### src/rtl/if_fetch_stage.sv
// Instruction-fetch stage: owns the PC, selects the next PC, runs the imem req/ack
// handshake and re-presents the held instruction across load-use stalls.
module if_fetch_stage #(
    parameter logic [31:0] RESET_PC = 32'h0000_0000,
    parameter logic [31:0] NOP_INST = 32'h0000_0000
) (
    input  logic        clk,
    input  logic        clrn,
    input  logic [1:0]  pcsrc,
    input  logic [31:0] bpc,
    input  logic [31:0] rpc,
    input  logic [31:0] jpc,
    input  logic        wpcir,
    output logic [31:0] imem_addr,
    output logic        imem_req,
    input  logic [31:0] imem_rdata,
    input  logic        imem_ack,
    output logic [31:0] if_pc4,
    output logic [31:0] if_inst,
    output logic        if_valid
);

    localparam int unsigned XLEN = 32;
    localparam logic [XLEN-1:0] PC_STEP = XLEN'(4);

    typedef enum logic {
        S_REQ  = 1'b0,
        S_HOLD = 1'b1
    } state_t;

    state_t          state, state_nxt;
    logic [XLEN-1:0] pc, pc_nxt;
    logic [XLEN-1:0] hold_inst, hold_inst_nxt;
    logic            pend_v, pend_v_nxt;
    logic [XLEN-1:0] pend_pc, pend_pc_nxt;

    logic [XLEN-1:0] pc_plus4;
    logic [XLEN-1:0] sel_pc;
    logic [XLEN-1:0] next_pc;

    assign pc_plus4  = pc + PC_STEP;
    assign imem_addr = pc;
    assign if_pc4    = pc_plus4;

    // Live redirect select from ID; a captured delay-slot redirect overrides it.
    always_comb begin
        sel_pc = pc_plus4;
        case (pcsrc)
            2'b00: sel_pc = pc_plus4;
            2'b01: sel_pc = bpc;
            2'b10: sel_pc = rpc;
            2'b11: sel_pc = jpc;
            default: sel_pc = pc_plus4;
        endcase
    end

    assign next_pc = pend_v ? pend_pc : sel_pc;

    always_ff @(posedge clk or negedge clrn) begin
        if (!clrn) begin
            state     <= S_REQ;
            pc        <= RESET_PC;
            hold_inst <= '0;
            pend_v    <= 1'b0;
            pend_pc   <= '0;
        end else begin
            state     <= state_nxt;
            pc        <= pc_nxt;
            hold_inst <= hold_inst_nxt;
            pend_v    <= pend_v_nxt;
            pend_pc   <= pend_pc_nxt;
        end
    end

    always_comb begin
        state_nxt     = state;
        pc_nxt        = pc;
        hold_inst_nxt = hold_inst;
        pend_v_nxt    = pend_v;
        pend_pc_nxt   = pend_pc;
        imem_req      = 1'b0;
        if_inst       = NOP_INST;
        if_valid      = 1'b0;

        case (state)
            S_REQ: begin
                imem_req = 1'b1;
                if (imem_ack) begin
                    if_inst  = imem_rdata;
                    if_valid = 1'b1;
                    if (wpcir) begin
                        pc_nxt     = next_pc;
                        pend_v_nxt = 1'b0;
                    end else begin
                        hold_inst_nxt = imem_rdata;
                        state_nxt     = S_HOLD;
                    end
                end else if (wpcir && (pcsrc != 2'b00) && !pend_v) begin
                    // ID moves on while the delay slot is still in flight: remember the target.
                    pend_v_nxt  = 1'b1;
                    pend_pc_nxt = sel_pc;
                end
            end
            S_HOLD: begin
                if_inst  = hold_inst;
                if_valid = 1'b1;
                if (wpcir) begin
                    pc_nxt     = next_pc;
                    pend_v_nxt = 1'b0;
                    state_nxt  = S_REQ;
                end
            end
            default: begin
                state_nxt = S_REQ;
            end
        endcase

        // Reset forces a quiet interface regardless of state.
        if (!clrn) begin
            imem_req = 1'b0;
            if_inst  = NOP_INST;
            if_valid = 1'b0;
        end
    end

endmodule

### config.mk
export PLATFORM = sky130hd
export DESIGN_NAME = if_fetch_stage
export DESIGN_NICKNAME = d
export VERILOG_FILES = /design/src/rtl/if_fetch_stage.sv
export SDC_FILE = /design/constraint.sdc
export NUM_CORES = 1
export LEC_CHECK = 0
export CAP_MARGIN = 40
export CORE_UTILIZATION = 44
export CTS_BUF_LIST = sky130_fd_sc_hd__clkbuf_16
export DETAILED_ROUTE_END_ITERATION = 10
export HOLD_SLACK_MARGIN = 0.15
export PLACE_DENSITY = 0.92
export SYNTH_ARGS = -nofsm -noshare
export SYNTH_HDL_FRONTEND = slang
export SYNTH_SLANG_ARGS = --single-unit
### constraint.sdc
create_clock -name clk -period 3.1 [get_ports clk]
set_clock_uncertainty 0.15 [all_clocks]
set_input_delay 0.775 -clock clk [delete_from_list [all_inputs] [get_ports clk]]
set_output_delay 0.775 -clock clk [all_outputs]
set_load 0.05 [all_outputs]
==> flow_summary_export.csv <==
group,metric,value,unit
die,ioPinCount,232,
synthesis,ys_types,49,
drt,wl,23.1,mm
synthesis,synth.avg_cell_area,9.60,um^2
drt,drt-pass1-iter-count,6,
grt,antenna_found_initial,0,
clocking,cts.sinks,98,
setup_path,r2r_start,"imem_addr[12]$_DFFE_PN0P_",
die,initial_utilization,45.7,%
grt,grt-ovfl-total,0,
synthesis,syn_nets,743,
finish,final_cells,1041,
sta,slew_violations,0,
synthesis,synth_flop_cell,"dfrtp_1",
synthesis,synthCells,608,
setup_path,critPathMaxFanout,4,
setup_path,worst_path_max_delay_cell,"nor4b_4",
job,maxCapViolations,0,
setup_path,start_kind,"flop",
placed_design,dp_hpwl,14.8,mm
clocking,clk_latency,340,ps
status,violations,"negative setup slack",
drt,vias,6330,
setup_path,r2r_end,"imem_addr[19]$_DFFE_PN0P_",
synthesis,ys_top_cells_by_count,"dfrtp_1 (98), nand2_1 (94), o21ai_0 (44)",
grt,grt.total_usage,32.5,%
sta,tns,-287,ps
setup_path,required,2170,ps
clocking,hold_buffers,0,
synthesis,synth_top_cell_area_share,42.0,%
placed_design,placed_cells,996,
hold_path,hp-class,"input pin to async pin",
clocking,cts_tree,"done",
synthesis,synthTopCellsByArea,"dfrtp_1 (42%), mux2_2 (7.9%), nand2_1 (6.0%)",
die,die_w,117,um
power,p_leak,4.34,nW
die,die_h,117,um
finish,n_antenna_cell,0,
synthesis,synth-seq-cells,98,
finish,area_delta_synth_final,72.3,%
drt,ant_nets,0,
sta,period_share,105,%
setup_path,crit_chain,"buf_4, nand3_2, nor4b_4, nand2_1, xnor2_4, buf_12",
placed_design,place_congestion,0.812,
grt,grt_pass1_wl,33.2,mm
power,vdd_drop_max,0.420,mV
synthesis,syn_area,0.00584,mm^2
sta,tightest_slew,783,ps
setup_path,worst_r2r_path_depth,8,
synthesis,yosys_warnings,0,
grt,grt_pass1_vias,6269,
drt,first_iter_violations,730,
die,fp-row-count,41,
die,core,0.0128,mm^2
sta,final_hold_viol_count,0,
setup_path,endpoint_kind,"output pin",
sta,maxSlewHeadroom,47.8,%
clocking,ctsRootBufferMaster,"clkbuf_16",
setup_path,crit_arrival,2320,ps
status,status,"finished with violations",
synthesis,yosysMostFrequentCell,"dfrtp_1",
setup_path,r2r_slack,560,ps
synthesis,synth_top_area_cell,"dfrtp_1",
sta,timing.fmax,308,MHz
clocking,cts_max_path_buffers,2,
clocking,clk_pin_slew,70,ps
finish,drive_gt1_share,29.6,%
placed_design,port_buffers,231,
synthesis,synthArstFlopShare,100,%
setup_path,path_class,"flop to output pin",
sta,period_needed,3250,ps
grt,grt_max_degree,58,
finish,final_nets,999,
die,dieArea,0.0137,mm^2
sta,layout_setup_ws,-146,ps
synthesis,synth_edf_count,0,
clocking,cts_buffers,9,
power,power.density,630,mW/mm^2
sta,setup_violations,7,
synthesis,ys_seq_area_share,42.0,%
sta,rsz0062_at_grt,"yes",
drt,via_per_inst,6.08,
drt,drcViolationCount,0,
setup_path,critPathMaxStageDelay,420,ps
drt,post_drt_wl_per_cell,22.2,um
clocking,htree_levels,3,
-- how the worst max path moves through the flow --
stage,startpoint,endpoint,cells past startpoint
finish,imem_addr[12]$_DFFE_PN0P_,if_pc4[25],6
global route,imem_addr[12]$_DFFE_PN0P_,if_pc4[25],6
CTS,imem_addr[3]$_DFFE_PN0P_,if_pc4[26],7
detailed placement,imem_ack,if_inst[22],6
global placement,imem_ack,if_inst[18],6
floorplan,imem_addr[5]$_DFFE_PN0P_,if_pc4[26],4
-- registers in the layout, summed over array words and instances, names as in the netlist --
signal     count
pend_pc       32
hold_inst     32
pend_v         1
state          1
imem_addr     32
-- final cells by class --
class                      count  area, um^2
inverter                       5        18.8
clock inverter                 7         118
fill                         627        2720
multi-input combinational    456        3570
clock buffer                   9         225
timing repair buffer         294        3440
tap                          172         215
sequential                    98        2470
-- through the flow --
step / setup WS [ps] / cell area [um^2] / power (W) / util (%) / hold slack, ps
2_1_floorplan: -223 / 6060 / 0.00345 / - / 287
3_3_place_gp: 28.4 / 9270 / 0.00469 / 72.6 / 301
3_5_place_dp: -49.7 / 9270 / 0.00476 / 72.6 / 312
4_1_cts: -93.4 / 9810 / 0.00614 / 76.8 / 252
5_1_grt: -227 / 10100 / 0.00655 / 78.7 / 290
6_report: -146 / 10100 / 0.00633 / 78.7 / 259
-- power by group --
group	total, W	leakage, nW	switching (W)	internal (W)
Clock	0.00129	0.159	0.000506	0.000788
Sequential	0.00192	1.18	0.000333	0.00159
Combinational	0.00312	3.01	0.00176	0.00136
-- routing by layer --
metal	vias to the layer above	part of all wire, %	global-route usage, %	wire length, um
met5	-	0	0	0
met4	0	6.2	18.1	1430
met1	3024	34	36.4	7800
li1	2686	-	-	-
met2	509	49	55.3	11300
met3	111	11	9.68	2580
-- critical path: cells and delay by family, from the launching register on --
kind,cells,cell delay (ps)
and+or+nand+nor,3,900
buffers and inverters,2,320
xor gates and xnor gates,1,370
DFF,1,380
-- cells in the final DEF (no fill, tap or decap), types with 22 or more instances in the layout --
cell and n:
mux2_2 41, nor2b_1 31, buf_4 56, a22oi_1 34, clkdlybuf4s50_1 166, dfrtp_1 84, nand2_1 91, buf_12 61
mux2i_1 22, a21oi_1 23, o21ai_0 43
-- cell families after synthesis --
logic type,after synthesis,synth area share (%)
xor gates and xnor gates,28,4.20
muxes,73,15.5
adders and majority gates,1,0.214
DFF,98,42.0
AOI/OAI and AO/OA,131,14.1
buffers and inverters,54,3.88
and+or+nand+nor,223,20.0
-- repair_timing --
action,in CTS,in global routing
gates cloned,1,0
setup buffers,9,19
endpoints found under the setup margin,49,18
gates resized for setup,27,24
pin swaps,8,11
hold endpoints to repair,0,0
Power figures use the tool's default switching activity.
